<file path="src/rtl/qpsk_symbol_serializer.sv">
// qpsk_symbol_serializer
// Accepts bytes over a valid/ready handshake into a one-byte holding register
// and emits them as four 2-bit QPSK symbols, one every SYM_DIV clocks. Each
// symbol is marked by a one-cycle wren strobe. A byte waiting in the holding
// register is reloaded at the end of the current byte, so the symbol stream
// has no gap between back-to-back bytes.
//
// state | meaning
// ------+---------------------------------------------------------------
// IDLE  | shift register empty; waits for the holding register to fill
// SHIFT | emitting the four symbols of the byte in the shift register
module qpsk_symbol_serializer #(
  parameter int unsigned SYM_DIV   = 4,
  parameter bit          MSB_FIRST = 1'b1
) (
  input  logic       clk,
  input  logic       rst,
  input  logic [7:0] s_data,
  input  logic       s_valid,
  output logic       s_ready,
  output logic [1:0] dout,
  output logic       wren,
  output logic       busy
);

  localparam logic [0:0]  ST_IDLE  = 1'b0;
  localparam logic [0:0]  ST_SHIFT = 1'b1;
  localparam logic [15:0] DIV_LAST = 16'(SYM_DIV - 1);

  logic [0:0]  state_q, state_d;
  logic [7:0]  hold_q, hold_d;
  logic        hold_full_q, hold_full_d;
  logic [7:0]  sh_q, sh_d;
  logic [1:0]  sym_idx_q, sym_idx_d;
  logic [15:0] div_cnt_q, div_cnt_d;
  logic        wren_q, wren_d;
  logic [1:0]  dout_q, dout_d;

  logic        take;
  logic        load;

  // Next-state logic: handshake, FSM, symbol divider and shift register.
  always_comb begin
    state_d     = state_q;
    hold_d      = hold_q;
    hold_full_d = hold_full_q;
    sh_d        = sh_q;
    sym_idx_d   = sym_idx_q;
    div_cnt_d   = div_cnt_q;
    wren_d      = 1'b0;
    dout_d      = dout_q;
    load        = 1'b0;

    // s_ready is only ever high while hold is empty, so a transfer and a
    // reload can never coincide.
    take = s_valid && !hold_full_q;

    case (state_q)
      ST_IDLE: begin
        div_cnt_d = 16'd0;
        if (hold_full_q) begin
          load    = 1'b1;
          state_d = ST_SHIFT;
        end
      end

      ST_SHIFT: begin
        if (div_cnt_q == 16'd0) begin
          wren_d = 1'b1;
          if (MSB_FIRST) begin
            dout_d = sh_q[7:6];
            sh_d   = {sh_q[5:0], 2'b00};
          end else begin
            dout_d = sh_q[1:0];
            sh_d   = {2'b00, sh_q[7:2]};
          end
        end

        if (div_cnt_q == DIV_LAST) begin
          div_cnt_d = 16'd0;
          sym_idx_d = sym_idx_q + 2'd1;
          if (sym_idx_q == 2'd3) begin
            // End of byte: continue seamlessly if another byte is waiting.
            if (hold_full_q) begin
              load = 1'b1;
            end else begin
              state_d = ST_IDLE;
            end
          end
        end else begin
          div_cnt_d = div_cnt_q + 16'd1;
        end
      end

      default: begin
        state_d = ST_IDLE;
      end
    endcase

    // A reload takes priority over the shift of the final symbol.
    if (load) begin
      sh_d        = hold_q;
      hold_full_d = 1'b0;
      sym_idx_d   = 2'd0;
      div_cnt_d   = 16'd0;
    end

    if (take) begin
      hold_d      = s_data;
      hold_full_d = 1'b1;
    end
  end

  // State registers with synchronous reset; reset also drops any transfer
  // presented on the same edge.
  always_ff @(posedge clk) begin
    if (rst) begin
      state_q     <= ST_IDLE;
      hold_q      <= 8'd0;
      hold_full_q <= 1'b0;
      sh_q        <= 8'd0;
      sym_idx_q   <= 2'd0;
      div_cnt_q   <= 16'd0;
      wren_q      <= 1'b0;
      dout_q      <= 2'b00;
    end else begin
      state_q     <= state_d;
      hold_q      <= hold_d;
      hold_full_q <= hold_full_d;
      sh_q        <= sh_d;
      sym_idx_q   <= sym_idx_d;
      div_cnt_q   <= div_cnt_d;
      wren_q      <= wren_d;
      dout_q      <= dout_d;
    end
  end

  assign s_ready = !hold_full_q;
  assign dout    = dout_q;
  assign wren    = wren_q;
  assign busy    = (state_q == ST_SHIFT) || hold_full_q;

endmodule

</file>
<file path="config.mk">
export PLATFORM = sky130hd
export DESIGN_NAME = qpsk_symbol_serializer
export DESIGN_NICKNAME = d
export VERILOG_FILES = /design/src/rtl/qpsk_symbol_serializer.sv
export SDC_FILE = /design/constraint.sdc
export NUM_CORES = 1
export LEC_CHECK = 0
export BUFFER_PORTS_ARGS = -buffer_cell sky130_fd_sc_hd__buf_4
export CORE_ASPECT_RATIO = 0.7
export CORE_MARGIN = 10
export CORE_UTILIZATION = 41
export DETAILED_ROUTE_END_ITERATION = 7
export MAX_ROUTING_LAYER = met4
export PLACE_DENSITY = 0.6
export SLEW_MARGIN = 15
export SYNTH_ARGS = -nofsm -noshare
export SYNTH_HDL_FRONTEND = slang
export SYNTH_SLANG_ARGS = --single-unit
export TNS_END_PERCENT = 1
</file>
<file path="constraint.sdc">
create_clock -name clk -period 2.8 [get_ports clk]
set_input_delay 0.14 -clock clk [delete_from_list [all_inputs] [get_ports clk]]
set_output_delay 0.14 -clock clk [all_outputs]
set_load 0.02 [all_outputs]
</file>
# --- Yosys cells after proc, flatten, opt, wreduce, memory -nomap -nowiden ---
# Index checks and enable logic that the tools add are counted.
word_totals:
  reg_bits: 39
  input_bits: 11
  output_inout_bits: 5
  elab_cells: 40
op_classes:
  n_addsub: 2
  n_eq_ne: 2
  mux: 15
  bitwise_logic: 1
  reduce_logical: 12
ops:
  columns: ["cell", "n"]
  rows:
  - ["case mux 16 bit (2 select lines)", 1]
  - ["2-to-1 mux 8 bit", 3]
  - ["adder 16 x 1 -> 16 bit, second input constant", 1]
  - ["== test 16 x 2 -> 1 bit, second input constant", 1]
  - ["logical NOT 16 bit", 1]
  - ["2-to-1 mux 16 bit", 1]
  - ["2-to-1 mux 1 bit", 8]
  - ["AND reduction 2 bit", 3]
  - ["nonzero test 2 bit", 3]
  - ["case mux 1 bit (2 select lines)", 2]
  - ["OR reduction 2 bit", 2]
  - ["adder 2 x 1 -> 2 bit, second input constant", 1]
  - ["== test 2 bit, second input constant", 1]
  - ["logical AND 1 bit", 1]
  - ["logical NOT 1 bit", 1]
  - ["logical OR 1 bit", 1]
  - ["inverter 1 bit", 1]

# --- Longest topological paths before layout ---
logic_depth:
  depth_word: 6
  depth_mapped: 7
  mapped_depth_nobuf: 6

# --- Worst setup path after synthesis ---
# Ideal clock, no wire load.
synth_path:
  kind: "register to register"
  start: "reg div_cnt_q[0]"
  end: "reg sym_idx_q[0]"
  setup_ns: 0.080
  arrival_ns: 1.677
  required_ns: 2.720
  setup_slack_ns: 1.043
  stages_incl_launch_ff: 7
  path_buffers: 1
  synth_period_minus_slack_ns: 1.757
  cell_sequence: "dfxtp_1 > ha_1 > clkbuf_1 > nor3b_1 > nand4_2 > or3_1 > a211oi_2"
synth_via:
  elab_chain_cells: 4
  word_cells_on_any_way: 5
  classes_between: "1 x eq/ne; 2 x mux; 2 x reduce/logical"
synth_rtl:
  columns: ["element", "line_no", "source"]
  rows:
  - ["start: declaration", "35", "logic [15:0] div_cnt_q, div_cnt_d;"]
  - ["start signal: assignment", "132", "div_cnt_q <= div_cnt_d;"]
  - ["== test 16 x 2 -> 1 bit *", "79", "if (div_cnt_q == DIV_LAST) begin"]
  - ["2-to-1 mux 1 bit", "79", null]
  - ["case mux 1 bit (2 select lines)", "58", "case (state_q)"]
  - ["OR reduction 2 bit (no line)", null, null]
  - ["end signal: assignment", "131", "sym_idx_q <= sym_idx_d;"]
  - ["end: declaration", "34", "logic [1:0] sym_idx_q, sym_idx_d;"]
# Every way passes the cells marked *; elsewhere a longest branch is shown, timed or not.
# A chain may end at the register's enable or synchronous reset.

# --- Worst setup path after layout ---
layout_path:
  start: "reg state_q"
  end: "reg sh_q[2]"
layout_via:
  elab_chain_cells: 4
  word_cells_on_any_way: 6
  classes_between: "2 x mux; 1 x bitwise; 3 x reduce/logical"
layout_rtl:
  columns: ["element", "line_no", "source"]
  rows:
  - ["start: declaration", "30", "logic [0:0] state_q, state_d;"]
  - ["start signal: assignment", "127", "state_q <= state_d;"]
  - ["inverter 1 bit (no line)", null, null]
  - ["case mux 1 bit (2 select lines)", "58", null]
  - ["nonzero test 2 bit (no line)", null, null]
  - ["AND reduction 2 bit (no line)", null, null]
  - ["end signal: assignment", "121", "sh_q <= 8'd0;"]
  - ["end signal: assignment", "130", "sh_q <= sh_d;"]
  - ["end: declaration", "33", "logic [7:0] sh_q, sh_d;"]
# Several ways; a longest one is shown, not always the timed one.

==> flow_summary.ini <==
[synthesis]
synth_top_area_share_pct = 44.3
synth_area_um2 = 1760
synth-seq-cells = 39
synth.largest_area_cell = dfxtp_1
avgSynthCellArea_um2 = 9.23
synth.distinct_cells = 34
synth.top_cells.by_area = dfxtp_1 (44%), mux2i_1 (5.7%), a211oi_1 (5.5%)
postSynthCellCount = 191
seq_area_frac_synth_pct = 44.3
synth_fp_nets = 205
synth_warnings = 0

[grt]
grt_use_total_pct = 10.9
grt_overflow = 0
grt_pass1_vias = 1307
grt_max_degree = 27
antenna_found_initial = 0
grt_pass1_wl_um = 6240

[min_path]
whs_endpoint = hold_q[0]$_SDFFE_PP0P_
hp-start = s_data[0]
hold_depth = 3
min_path_type = in2reg

[floorplan]
io_pins = 16
dieWidth_um = 98.4
rows = 19
core-area_um2 = 4040
start_util_pct = 43.6
dieArea_um2 = 7360
die-height_um = 74.9

[power]
powerDensity_nw_per_um2 = 533
max-vdd-ir-drop_mv = 0.263
p_leak_nw = 0.721

[route]
wl_per_cell_um = 14.6
drt_iter0_drc = 110
vias = 1359
routed_via_density = 5.29
dr.pass1.iters = 4
drc = 0
ant_nets = 0
routed_wl_um = 3750

[sta]
tightest_slew_ns = 0.688
period_share_pct = 75.4
period_needed_ns = 2.11
slew_viol_final = 0
finalSetupViolations = 0
fin_skew_ns = 0.00359
fmax_ghz = 0.473
hold_violations = 0
setup_ws_ns = 0.688
rsz0062_at_grt = false
slew_headroom_pct = 54.0
setup_tns_ns = 0

[final_layout]
synthToLayoutAreaGrowth_pct = 12.7
antennaDiodeCount = 0
nets = 218
nFillCells = 383
final_common_cell = dfxtp_1
layout-drive-gt1-share_pct = 15.1
final_cell_mix = dfxtp_1 (39), nand2_1 (22), nor2_1 (21), buf_4 (15), a211oi_1 (13)

[cts]
clockBufferDepth = 2
htreeDepth = 2
cts.sinks = 39
postCtsSetupRepairBufs = 0
cts_tree = done
clkTransAtPathRegs_ns = 0.08
root_buffer = clkbuf_8
insertion_delay_ns = 0.29
postCtsResizedCells = 0
cts_buffers = 5
holdBufCountCts = 0

[placement]
pre_cts_ws_ns = 0.705
routabilityCongestion = 0.761
port_buffers = 15
dp_hpwl_um = 2760

[worst_setup_path]
r2r_end = sh_q[2]$_SDFFE_PP0P_
reg2regPathDepth = 4
worstPathArrival_ns = 2.32
rr_startpoint = state_q$_SDFF_PP0_
startpoint_type = flop
worstPathMaxFanout = 12
cp-end-kind = flop
timing_worst_setup_path_type = reg2reg
reg2reg_slack_ns = 0.69
cp.required_ns = 3.01

[flow_run]
timing.max_cap.violations = 0

[run_status]
status = finished, final reports clean
-- state kept, by name, indices dropped and copies added, names as in the netlist --
signal,cells
sym_idx_q,2
sh_q,8
hold_q,8
hold_full_q,1
div_cnt_q,16
dout,2
wren,1
state_q,1
-- cells in the mapped netlist --
master and count:
xnor2_1 8, a21oi_1 10, nand4_1 5, inv_1 7, o21ai_0 2, a211oi_1 13
o31ai_1 1, mux2i_1 10, a21oi_2 1, or4_1 1, and4bb_2 1, nand3b_1 5
nand4_4 1, nor4_4 3, ha_1 3, nor2_1 21, buf_2 3, clkbuf_1 5
nor2b_1 1, dfxtp_1 39, and4_1 1, nor4bb_1 1, nor4_1 3, and3_1 1
xor2_1 5, a211oi_2 1, nand3_1 7, or3_1 2, a21o_1 1, nor3_1 4
nand4_2 1, nor3b_1 1, buf_1 1, nand2_1 22
-- where the power goes --
part / switching, mW / internal [mW] / leakage, nW
combinational: 0.0585 / 0.0434 / 0.356
sequential: 0.0163 / 0.575 / 0.317
clock: 0.195 / 0.170 / 0.0477
total: 0.270 / 0.789 / 0.721
-- critical path, cell delays in order (launching register included) --
cell	delay, ns
dfxtp_1	0.56
nor4bb_1	0.34
nand4_1	0.59
mux2i_1	0.27
a211oi_1	0.25
-- per-stage QoR --
step / total power [mW] / util, % / hold slack (ns) / instances / area [um^2]
5_1_grt: 1.11 / 49.2 / 0.0778 / 257 / 1990
2_1_floorplan: 0.671 / - / 0.218 / 191 / 1760
3_5_place_dp: 0.707 / 47.1 / 0.398 / 249 / 1900
3_3_place_gp: 0.704 / 47.1 / 0.387 / 249 / 1900
4_1_cts: 1.07 / 49.2 / 0.0826 / 257 / 1990
6_report: 1.06 / 49.2 / 0.0927 / 257 / 1990
-- kinds of logic after synthesis --
kind of cell	after synthesis	share of synthesized area [%]
xor gates and xnor gates	13	6.46
AOI/OAI and AO/OA	29	11.0
muxes	10	5.68
buffers and inverters	16	3.62
DFF	39	44.3
and+or+nand+nor	81	26.8
adders and majority gates	3	2.13
-- how the worst max path moves through the flow --
stage / startpoint / end / slack [ns] / cells after the start
after floorplan: div_cnt_q[0]$_SDFF_PP0_ / sym_idx_q[0]$_SDFFE_PP0P_ / 1.04 / 6
after global placement: state_q$_SDFF_PP0_ / sh_q[5]$_SDFFE_PP0P_ / 0.70 / 4
after detailed placement: state_q$_SDFF_PP0_ / sh_q[6]$_SDFFE_PP0P_ / 0.71 / 4
after CTS: state_q$_SDFF_PP0_ / sh_q[2]$_SDFFE_PP0P_ / 0.68 / 4
after global routing: state_q$_SDFF_PP0_ / sh_q[4]$_SDFFE_PP0P_ / 0.42 / 4
final: state_q$_SDFF_PP0_ / sh_q[2]$_SDFFE_PP0P_ / 0.69 / 4
-- routing by layer --
layer | track usage (%) | vias up | share of wire (%) | wire length, um
li1 | - | 701 | - | -
met1 | 13.3 | 622 | 51 | 1920
met2 | 15.7 | 29 | 42 | 1580
met3 | 3.38 | 7 | 4.2 | 159
met4 | 6.02 | 0 | 2.3 | 85
met5 | - | - | 0 | 0
-- cell type report --
cell class                      count  area [um^2]  area share, %
Tap cell                           52         65.1           3.27
Clock buffer                        5         68.8           3.46
Clock inverter                      3         15.0          0.756
Timing Repair Buffer               15          113           5.67
Sequential cell                    39          781           39.3
Inverter                            7         26.3           1.32
Multi-Input combinational cell    136          918           46.2
Note: power is estimated with default switching activity, not from simulation.
